**config.mk**
```make
export PLATFORM = sky130hd
export DESIGN_NAME = neurona_mac_secuencial
export DESIGN_NICKNAME = d
export VERILOG_FILES = /design/src/rtl/neurona_mac_secuencial.sv
export SDC_FILE = /design/constraint.sdc
export NUM_CORES = 2
export LEC_CHECK = 0
export CELL_PAD_IN_SITES_DETAIL_PLACEMENT = 1
export CELL_PAD_IN_SITES_GLOBAL_PLACEMENT = 2
export CORE_MARGIN = 5
export CORE_UTILIZATION = 35
export CTS_BUF_LIST = sky130_fd_sc_hd__clkbuf_16
export DETAILED_ROUTE_END_ITERATION = 7
export GPL_TIMING_DRIVEN = 0
export HOLD_SLACK_MARGIN = 0.03
export PLACE_DENSITY = 0.74
export SKIP_CTS_REPAIR_TIMING = 1
export SYNTH_ARGS = -nofsm -noshare
export SYNTH_HDL_FRONTEND = slang
export SYNTH_SLANG_ARGS = --single-unit
```
**constraint.sdc**
```tcl
create_clock -name Clock -period 20.9 [get_ports Clock]
set_input_delay 4.18 -clock Clock [delete_from_list [all_inputs] [get_ports Clock]]
set_output_delay 4.18 -clock Clock [all_outputs]
set_load 0.02 [all_outputs]
```
**src/rtl/neurona_mac_secuencial.sv**
```systemverilog
// Perceptron neuron: coefficient/offset/input register bank plus a sequential
// MAC engine (one product per cycle). Optional output saturation: NEURONA_SAT_EN.
module neurona_mac_secuencial #(
  parameter int DATA_W   = 16,
  parameter int FRAC     = 8,
  parameter int NUM_COEF = 20,
  parameter int ACC_W    = 40
) (
  input  logic              Clock,
  input  logic              Reset_n,
  input  logic [DATA_W-1:0] DataIn,
  input  logic [21:0]       EnableRegister,
  input  logic              EnableStart,
  output logic              Busy,
  output logic              Done,
  output logic [DATA_W-1:0] Resultado,
  output logic              Salida
);

  localparam int IDX_W = $clog2(NUM_COEF);

  typedef enum logic [1:0] {S_IDLE, S_LOAD, S_MAC, S_FIN} state_t;

  state_t                    r_state, w_next;
  logic signed [DATA_W-1:0]  r_coef [NUM_COEF];
  logic signed [DATA_W-1:0]  r_x    [NUM_COEF];
  logic signed [DATA_W-1:0]  r_offset;
  logic signed [ACC_W-1:0]   r_acc;
  logic [IDX_W-1:0]          r_idx;
  logic                      r_start_q;
  logic                      r_done;
  logic [DATA_W-1:0]         r_res;
  logic                      r_sal;

  logic                      w_idle;
  logic                      w_start;
  logic signed [2*DATA_W-1:0] w_prod;
  logic [DATA_W-1:0]         w_res;

  assign w_idle  = (r_state == S_IDLE);
  // Start is an unqualified level: act only on its rising edge, and only in IDLE.
  assign w_start = EnableStart & ~r_start_q & w_idle;
  assign w_prod  = r_coef[r_idx] * r_x[r_idx];

  always_ff @(posedge Clock or negedge Reset_n) begin
    if (!Reset_n) begin
      for (int unsigned i = 0; i < NUM_COEF; i++) begin
        r_coef[i] <= '0;
        r_x[i]    <= '0;
      end
      r_offset <= '0;
    end else if (w_idle) begin
      for (int unsigned i = 0; i < NUM_COEF; i++)
        if (EnableRegister[i]) r_coef[i] <= DataIn;
      if (EnableRegister[20]) r_offset <= DataIn;
      if (EnableRegister[21]) begin
        r_x[0] <= DataIn;
        for (int unsigned i = 1; i < NUM_COEF; i++) r_x[i] <= r_x[i-1];
      end
    end
  end

  always_ff @(posedge Clock or negedge Reset_n) begin
    if (!Reset_n) r_state <= S_IDLE;
    else          r_state <= w_next;
  end

  always_comb begin
    w_next = r_state;
    case (r_state)
      S_IDLE: if (w_start) w_next = S_LOAD;
      S_LOAD: w_next = S_MAC;
      S_MAC:  if (r_idx == IDX_W'(NUM_COEF-1)) w_next = S_FIN;
      S_FIN:  w_next = S_IDLE;
      default: w_next = S_IDLE;
    endcase
  end

  always_comb begin
    Busy      = ~w_idle;
    Done      = r_done;
    Resultado = r_res;
    Salida    = r_sal;
  end

`ifdef NEURONA_SAT_EN
  logic [ACC_W-FRAC-DATA_W:0] w_hi;
  assign w_hi  = r_acc[ACC_W-1:FRAC+DATA_W-1];
  // Representable only when every bit above the result MSB equals the sign.
  assign w_res = ((&w_hi) || !(|w_hi)) ? r_acc[FRAC+DATA_W-1:FRAC] :
                 r_acc[ACC_W-1] ? {1'b1, {(DATA_W-1){1'b0}}} :
                                  {1'b0, {(DATA_W-1){1'b1}}};
`else
  assign w_res = r_acc[FRAC+DATA_W-1:FRAC];
`endif

  always_ff @(posedge Clock or negedge Reset_n) begin
    if (!Reset_n) begin
      r_start_q <= 1'b0;
      r_acc     <= '0;
      r_idx     <= '0;
      r_done    <= 1'b0;
      r_res     <= '0;
      r_sal     <= 1'b0;
    end else begin
      r_start_q <= EnableStart;
      r_done    <= (r_state == S_FIN);
      case (r_state)
        S_LOAD: begin
          r_acc <= {{(ACC_W-DATA_W-FRAC){r_offset[DATA_W-1]}}, r_offset, {FRAC{1'b0}}};
          r_idx <= '0;
        end
        S_MAC: begin
          r_acc <= r_acc + {{(ACC_W-2*DATA_W){w_prod[2*DATA_W-1]}}, w_prod};
          r_idx <= r_idx + 1'b1;
        end
        S_FIN: begin
          r_res <= w_res;
          r_sal <= ~r_acc[ACC_W-1];
        end
        default: ;
      endcase
    end
  end

endmodule
```
==> summary.txt <==
Outcome
  • Status: completed

Clocking
  • CTS tree: yes
  • CTS Buf Count: 84
  • Num Clock Sinks: 722
  • Clock Latency Late Sink: 0.66 ns
  • Clock buffer depth: 3
  • CTS HTree Levels: 3
  • Clk slew on worst S/H paths: 0.06 ns
  • Root Driver: clkbuf_16

Setup path
  • Worst setup SP type: flop
  • Critical Path AT: roughly 13 ns
  • Required @ worst endpoint: 21.44 ns
  • Crit. End Element: flop
  • Crit-path slowest cell: buf_1
  • Crit path max fanout: 10
  • Largest stage delay on the critical path: 1.01 ns
  • WS Path Type: reg -> reg

Place
  • Port bufs: 59
  • DPL Wire Length: between 90 and 100 mm
  • Final RePlAce weighted congestion: around 0.82

Global route
  • Global-route wire length before repair: about 200 mm
  • Number of global-route vias before repair: between 30000 and 40000
  • Initial antenna violation count: 2
  • Total gr overflow: 0
  • Largest net degree at the start of global routing: between 100 and 150
  • GRT Resource Usage Total: 0.200

Synthesis
  • Asr flop ratio synth: 1.00
  • Post-synthesis sequential area ratio: 0.415
  • Yosys cell types: 71
  • Cells after synthesis: 3377
  • Syn Area/Cell: 12.9 um2
  • Largest cells by area after synthesis: dfrtp_1, mux2_2, fa_1, mux4_2, ha_1
  • Syn. warnings: 0
  • Synthesized Nets: roughly 3800
  • Post-synth EDFFs: 0
  • Top_reg_cell synth: dfrtp_1
  • Yosys reg bits: 722
  • Synth top area share: 0.415
  • Synth area leader: dfrtp_1
  • Synthesized area: 0.0435 mm2

Timing
  • Final Skew: 0.0270 ns
  • Max Slew Vio Count: 0
  • Worst slew margin: 0.0875
  • Worst-Margin Slew: 1.37 ns
  • Tmin final: about 13 ns
  • Fmax: between 0.07 and 0.08 GHz
  • Final hold violations: 0
  • Final setup vio count: 0
  • RSZ-0062 raised after global routing: no
  • Tcrit/Tclk final: 0.618
  • Setup TNS: 0 ns

Final layout
  • Syn-to-layout area delta: 12.5%
  • Layout cells sized above 1: 0.288
  • # fillers: 13100
  • NumNets Final: 3961

Floorplan
  • I/O pin total: 60
  • Core area: 0.124 mm2
  • Initial core utilization: 0.352
  • Die area: 0.131 mm2
  • Num rows: 129
  • Die width: 363 um
  • Die height: 363 um

Route
  • DR vias: approximately 27000
  • DRT Pass-1 Iters: 4
  • Detailed Route WL: 130 mm
  • Antenna Nets Post-Route: 0
  • Drt drc: 0
  • First DRT Iteration DRCs: 1604
  • Drt wl/cell: approximately 25 um
  • Vias per inst: 5.25

Flow run
  • Max-cap violations: 0

Min path
  • Hold Path Class: reg -> reg
## worst paths after layout
check,slack (ns),from,end,cells past startpoint
worst max-delay path,7.98,r_idx[3],r_acc[39],39
worst min-delay path,0.50,r_coef[195],r_coef[195],1
worst max register to register,7.98,r_idx[3],r_acc[39],39
worst min register to register,0.50,r_coef[195],r_coef[195],1
max in group asynchronous,14.51,Reset_n,r_coef[104],6
min in group asynchronous,3.48,Reset_n,r_acc[35],1
## per-layer routing
layer | part of all wire | global-route usage | vias up
li1 | - | - | 12000
met1 | 0.45 | 0.275 | 14900
met2 | 0.48 | 0.332 | 466
met3 | 0.038 | 0.0288 | 139
met4 | 0.028 | 0.0542 | 0
met5 | 0 | 0 | -
## placed cells by master, fill, tap and decap left out, drive strengths merged, types with 43 or more instances in the layout
cell / instances
a21oi: 109
buf: 66
clkbuf: 224
clkdlybuf4s50: 58
dfrtp: 722
fa: 263
ha: 127
inv: 370
mux2: 681
mux4: 178
nand2: 165
nor2: 218
o21ai: 43
xnor2: 52
## synth_stat cells (3+ instances only)
cell / instances
o22ai_1: 11
and3_1: 6
nor3_1: 11
a22oi_1: 15
nor2_1: 218
fa_1: 263
ha_1: 127
a22o_1: 8
and4_1: 3
a211oi_1: 7
o22a_1: 7
xor2_1: 20
nand4_1: 7
o221ai_1: 6
mux2_2: 681
dfrtp_1: 722
nand2_1: 165
buf_1: 18
and2_1: 8
a31oi_1: 3
nor2b_1: 10
a21o_1: 35
xnor2_1: 51
buf_4: 4
buf_2: 35
o21a_1: 11
a21oi_1: 107
nand2b_1: 24
mux2i_1: 20
mux4_2: 178
or2_2: 7
clkbuf_1: 140
o21ai_1: 8
nand3_1: 15
o21ai_0: 35
o21bai_1: 8
inv_1: 336
## area by class of cell
type	count	area [um2]	area share
well taps	1637	2050	0.0419
plain buffers	197	798	0.0163
flip-flops and latches	722	18100	0.369
diodes	2	5.00	0.000102
multi-input cells	2120	23400	0.478
repair buffers	67	803	0.0164
clock buffers	84	2100	0.0430
clock inverters	65	458	0.00936
inverters	338	1270	0.0259
## stage by stage
step	instance area, um2	utilization	hold slack, ns	setup WS [ns]	cells
after global placement	46100	0.373	0.481	-18.09	5073
after detailed placement	46300	0.375	0.489	7.87	5080
after global routing	48900	0.396	0.510	7.36	5230
after CTS	48900	0.396	0.501	7.82	5229
after floorplan	43500	-	0.471	10.97	3377
final	48900	0.396	0.499	7.98	5232
## cell families (layout without fill, tap and decap cells)
group | count (synthesis) | in the layout | share of synthesized area
and+or+nand+nor | 484 | 484 | 0.0474
xor gates and xnor gates | 72 | 72 | 0.0147
adders and majority gates | 390 | 390 | 0.158
DFF | 722 | 722 | 0.415
buffers and inverters | 535 | 751 | 0.0475
muxes | 879 | 879 | 0.273
AOI/OAI and AO/OA | 295 | 295 | 0.0446
other | 0 | 2 | 0
## registers in the layout, indices dropped and copies added (netlist names)
| signal | count |
|---|---|
| Done | 1 |
| Resultado | 16 |
| Salida | 1 |
| r_acc | 40 |
| r_coef | 320 |
| r_idx | 5 |
| r_offset | 16 |
| r_start_q | 1 |
| r_state | 2 |
| r_x | 320 |
## worst max-delay path, delay by kind of cell, from the launching register on
family / cells / cell delay, ns
compound gates: 13 / 4.29
buf+inv: 10 / 3.02
xor+xnor: 2 / 0.41
flops: 1 / 0.44
simple gates: 6 / 0.88
fa+ha+maj: 8 / 3.71
Power is left out: the tool's default activity adds up to more than one toggle a clock period on the data nets, which glitch-free logic cannot reach.
